===== config.mk =====
export PLATFORM = sky130hd
export DESIGN_NAME = shared_adder_scheduler
export DESIGN_NICKNAME = d
export VERILOG_FILES = /design/src/rtl/shared_adder_scheduler.sv
export SDC_FILE = /design/constraint.sdc
export NUM_CORES = 1
export LEC_CHECK = 0
export CAP_MARGIN = 30
export CORE_AREA = 2 2 71 123
export CTS_CLUSTER_SIZE = 14
export DETAILED_ROUTE_END_ITERATION = 7
export DIE_AREA = 0 0 73 125
export DONT_BUFFER_PORTS = 1
export PLACE_DENSITY_LB_ADDON = 0.12
export SLEW_MARGIN = 20
export SYNTH_ARGS = -nofsm -noshare
export SYNTH_HDL_FRONTEND = slang
export SYNTH_SLANG_ARGS = --single-unit

===== constraint.sdc =====
create_clock -name clk -period 4.7 [get_ports clk]
set_input_delay 0.47 -clock clk [delete_from_list [all_inputs] [get_ports clk]]
set_output_delay 0.47 -clock clk [all_outputs]
set_load 0.005 [all_outputs]

===== src/rtl/shared_adder_scheduler.sv =====
// Round-robin scheduler that time-shares one W+2-bit adder among NUM_REQ
// requesters, each asking for a four-operand sum returned over valid/ready.
module shared_adder_scheduler #(
  parameter int NUM_REQ = 4,
  parameter int W       = 8,
  parameter int IDW     = 2
) (
  input  logic                 clk,
  input  logic                 rst_n,
  input  logic [NUM_REQ-1:0]   req_valid,
  output logic [NUM_REQ-1:0]   req_ready,
  input  logic [NUM_REQ*W-1:0] req_a,
  input  logic [NUM_REQ*W-1:0] req_b,
  input  logic [NUM_REQ*W-1:0] req_c,
  input  logic [NUM_REQ*W-1:0] req_d,
  output logic                 rsp_valid,
  input  logic                 rsp_ready,
  output logic [IDW-1:0]       rsp_id,
  output logic [W+1:0]         rsp_sum,
  output logic                 busy,
  output logic [15:0]          done_cnt
);

  typedef enum logic [2:0] {
    IDLE = 3'd0,
    S_AB = 3'd1,
    S_C  = 3'd2,
    S_D  = 3'd3,
    DONE = 3'd4
  } state_t;

  state_t           r_state;
  state_t           w_next_state;
  logic [IDW-1:0]   r_rr_ptr;
  logic [W-1:0]     r_a, r_b, r_c, r_d;
  logic [IDW-1:0]   r_id;
  logic [W+1:0]     r_acc;
  logic [W+1:0]     r_rsp_sum;
  logic [IDW-1:0]   r_rsp_id;
  logic             r_rsp_valid;
  logic [15:0]      r_done_cnt;

  logic             w_grant_vld;
  logic [IDW-1:0]   w_grant_idx;
  logic [IDW-1:0]   w_next_ptr;
  logic [IDW-1:0]   w_scan_idx;
  logic             w_hit;
  logic [NUM_REQ-1:0] w_req_ready;
  logic [W+1:0]     w_add_x, w_add_y, w_sum;

  // Round-robin search starting at r_rr_ptr; the first valid requester wins.
  always_comb begin
    w_grant_vld = 1'b0;
    w_grant_idx = '0;
    w_scan_idx  = '0;
    w_hit       = 1'b0;
    for (int k = 0; k < NUM_REQ; k++) begin
      w_scan_idx  = IDW'((int'(r_rr_ptr) + k) % NUM_REQ);
      w_hit       = req_valid[w_scan_idx] & ~w_grant_vld;
      w_grant_idx = w_hit ? w_scan_idx : w_grant_idx;
      w_grant_vld = w_grant_vld | w_hit;
    end
    w_next_ptr = IDW'((int'(w_grant_idx) + 1) % NUM_REQ);
  end

  // State register.
  always_ff @(posedge clk or negedge rst_n) begin
    if (!rst_n) r_state <= IDLE;
    else        r_state <= w_next_state;
  end

  // Next-state logic: fixed three-step accumulate, then wait for response accept.
  always_comb begin
    w_next_state = r_state;
    case (r_state)
      IDLE:    w_next_state = w_grant_vld ? S_AB : IDLE;
      S_AB:    w_next_state = S_C;
      S_C:     w_next_state = S_D;
      S_D:     w_next_state = DONE;
      DONE:    w_next_state = rsp_ready ? IDLE : DONE;
      default: w_next_state = IDLE;
    endcase
  end

  // Output/datapath steering: grant strobe and shared adder operand mux.
  always_comb begin
    w_req_ready = '0;
    w_add_x     = '0;
    w_add_y     = '0;
    if (r_state == IDLE && w_grant_vld && rst_n) begin
      w_req_ready[w_grant_idx] = 1'b1;
    end else begin
      w_req_ready = '0;
    end
    case (r_state)
      S_AB: begin
        w_add_x = {2'b00, r_a};
        w_add_y = {2'b00, r_b};
      end
      S_C: begin
        w_add_x = r_acc;
        w_add_y = {2'b00, r_c};
      end
      S_D: begin
        w_add_x = r_acc;
        w_add_y = {2'b00, r_d};
      end
      default: begin
        w_add_x = '0;
        w_add_y = '0;
      end
    endcase
    w_sum = w_add_x + w_add_y;
  end

  // Operand capture, accumulation, response and completion counter.
  always_ff @(posedge clk or negedge rst_n) begin
    if (!rst_n) begin
      r_rr_ptr    <= '0;
      r_a         <= '0;
      r_b         <= '0;
      r_c         <= '0;
      r_d         <= '0;
      r_id        <= '0;
      r_acc       <= '0;
      r_rsp_sum   <= '0;
      r_rsp_id    <= '0;
      r_rsp_valid <= 1'b0;
      r_done_cnt  <= 16'd0;
    end else begin
      case (r_state)
        IDLE: begin
          if (w_grant_vld) begin
            r_a      <= req_a[w_grant_idx*W +: W];
            r_b      <= req_b[w_grant_idx*W +: W];
            r_c      <= req_c[w_grant_idx*W +: W];
            r_d      <= req_d[w_grant_idx*W +: W];
            r_id     <= w_grant_idx;
            r_rr_ptr <= w_next_ptr;
          end
        end
        S_AB, S_C: r_acc <= w_sum;
        S_D: begin
          r_rsp_sum   <= w_sum;
          r_rsp_id    <= r_id;
          r_rsp_valid <= 1'b1;
        end
        DONE: begin
          if (rsp_ready) begin
            r_rsp_valid <= 1'b0;
            r_done_cnt  <= r_done_cnt + 16'd1;
          end
        end
        default: r_rsp_valid <= 1'b0;
      endcase
    end
  end

  assign req_ready = w_req_ready;
  assign rsp_valid = r_rsp_valid;
  assign rsp_id    = r_rsp_id;
  assign rsp_sum   = r_rsp_sum;
  assign busy      = (r_state != IDLE);
  assign done_cnt  = r_done_cnt;

endmodule


==> run_results.csv <==
group,metric,value,unit
yosys,ys_ff_latch,78,
worst_setup_path,rr_startpoint,"r_state[1]",
outcome,status,"finished, final reports clean",
cts,htree_levels,3,
timing,setup_tns,0,ns
yosys,synth-seq-area-share,0.411,
floorplan,num_rows,44,
cts,clk_path_buf_depth,2,
worst_setup_path,setup.worst_path.start_class,"flip-flop",
floorplan,coreArea,8200,sq um
place,placed_cell_area,4740,sq um
worst_setup_path,rrSetupSlack,1.02,ns
place,gp_congestion,0.906,
worst_setup_path,ff2ff_path_depth,9,
worst_setup_path,crit_fanout,24,
cts,cts_tree,"done",
timing,hold_slack,0.0116,ns
cts,cts-buffers-inserted,9,
cells_and_area,n_fill_cell,725,
pwr,switching_share,0.418,
timing,fin_crit_sh,0.783,
yosys,synth_warnings,0,
route,firstDrtPassIters,7,
worst_setup_path,end_kind,"flip-flop",
cts,cts_root_buffer,"clkbuf_16",
timing,drv_slew,0,
yosys,synth_fp_nets,649,
flow_run,cap_violations,0,
route,wire_per_inst,19.0,um
global_route,overflow,0,
cells_and_area,area_growth_syn_to_layout,6.95,%
worst_setup_path,r2r-end,"r_acc[9]",
timing,setup_ws,1.02,ns
yosys,synth_top_area_frac,0.411,
global_route,first_global_vias,3729,
yosys,syn_area,4750,sq um
yosys,syn_avg_cell_area,9.51,sq um
pwr,pwr-share-comb,0.476,
cells_and_area,final_common_cell,"nand2_1",
pwr,internal-power,2150,uW
pwr,pwr-share-seq,0.326,
global_route,grt_pass1_wl,17.7,mm
timing,skew,0.00431,ns
pwr,switchingPower,1540,uW
pwr,vdd_drop_max,699,uV
min_path,holdCritPathClass,"in -> async",
place,dp_hpwl,8.39,mm
worst_setup_path,cp.arrival,3.90,ns
cells_and_area,nets,635,
worst_setup_path,cp.required,4.92,ns
yosys,synth_edf_count,0,
cts,clock-sinks,78,
route,drc,0,
cts,clk_latency,0.33,ns
worst_setup_path,path_class,"reg -> reg",
global_route,grt_max_degree,79,
cells_and_area,antenna_cells,0,
timing,maxSlewHeadroom,0.458,
route,vias,3696,
cells_and_area,final_cell_mix,"nand2_1 (91), dfrtp_1 (78), mux2i_1 (41), nor2_1 (34)",
yosys,yosysUniqueCellTypes,54,
place,port_buffers,0,
floorplan,io_pins,169,
yosys,ys_async_sr_fraction,1.00,
pwr,p_leak,0.00227,uW
timing,tightest_slew,0.813,ns
yosys,synth_ff_type,"dfrtp_1",
floorplan,die_x,73,um
route,viasPerCell,6.34,
cells_and_area,design_area,5080,sq um
floorplan,dieArea,9130,sq um
yosys,syn_inst,500,
route,wirelength,11.1,mm
cts,post_cts_buffers,0,
timing,final_hold_viol_count,0,
timing,rsz0062_at_grt,"false",
cells_and_area,drive_gt1_frac,0.0815,
timing,max_clock_freq,272,MHz
yosys,ys_top_cells_by_area,"dfrtp_1 (41%), mux2i_1 (8.6%), nand2_1 (7.2%)",
cts,path_clk_slew,0.06,ns
global_route,grt_antenna_before_repair,0,
pwr,p_clk_frac,0.198,
route,ant_nets,0,
floorplan,die-height,125,um
yosys,synth_area_leader_cell,"dfrtp_1",
floorplan,start_util,0.579,
pwr,p_per_area,726,nW/um^2
timing,period_needed,3.68,ns
timing,setup-violations-final,0,
route,drt_iter0_drc,200,
global_route,grt_usage,0.250,
place,pre_cts_slack,0.987,ns
## power by group through the flow
stage	clock network [uW]	registers, uW	logic (uW)
3_5_place_dp	0	1210	1750
2_1_floorplan	0	1080	1520
4_1_cts	746	1200	1770
6_report	732	1200	1760
3_3_place_gp	0	1210	1690
5_1_grt	774	1240	1990
## flip-flops by register name (all words and copies together), names as in the netlist, 3 cells and up
register	flops
done_cnt	16
r_a	8
r_acc	10
r_b	8
r_c	8
r_d	8
r_state	3
rsp_sum	10
## synthesized netlist by cell type, drive strengths merged (13+ instances only)
library cell	number
clkbuf	19
o21ai	22
mux2	13
nand2	91
mux2i	41
a211oi	14
nor2	35
ha	13
buf	13
xnor2	13
dfrtp	78
o221ai	21
a22oi	14
## critical path, stage by stage, from the launching register on
cell and delay [ns]:
dfrtp_1 0.87, nor2b_1 0.65, a22oi_1 0.20, nor2_1 0.13
ha_1 0.30, a2111oi_0 0.40, o21ai_0 0.19, a32oi_1 0.29
mux2_2 0.37, a22o_1 0.17
## how the worst max path moves through the flow
stage	start	to	slack [ns]	cells after the start
final	r_state[1]	r_acc[9]	1.02	9
after global routing	r_state[1]	r_acc[9]	0.59	9
after CTS	r_state[1]	r_acc[9]	1.02	9
after detailed placement	r_state[1]	r_acc[9]	0.99	9
after global placement	r_state[1]	r_acc[9]	1.21	9
after floorplan	r_state[1]	r_acc[9]	1.71	10
## layer usage
metal / vias up / GRT usage / routed length (um)
li1: 1780 / - / -
met1: 1751 / 0.280 / 4210
met2: 139 / 0.446 / 6040
met3: 26 / 0.0419 / 491
met4: 0 / 0.112 / 318
met5: - / 0 / 0
## cells by family after synthesis
family,synth area share
and+or+nand+nor,0.151
DFF,0.411
muxes,0.117
buffers and inverters,0.0524
xor gates and xnor gates,0.0405
AOI/OAI and AO/OA,0.190
adders and majority gates,0.0384
## metrics by stage
stage,power [uW],instances,utilization
2_1_floorplan,2590,500,-
3_3_place_gp,2900,565,0.576
3_5_place_dp,2960,566,0.578
4_1_cts,3720,583,0.620
5_1_grt,4010,583,0.620
6_report,3690,583,0.620
## final cells by class
class,count,area (sq um),share of cell area
repair buffers,7,76.3,0.0150
clock inverters,4,70.1,0.0138
flip-flops and latches,78,1950,0.384
well taps,92,115,0.0226
clock buffers,12,246,0.0485
inverters,12,57.6,0.0113
multi-input cells,378,2570,0.505
## timing repair
action | 4_1_cts | 5_1_grt
resized for setup | 0 | 0
hold buffers | 1 | 0
hold endpoints to repair | 78 | 0
setup endpoints to repair | 0 | 0
(Power assumes the default switching activity.)
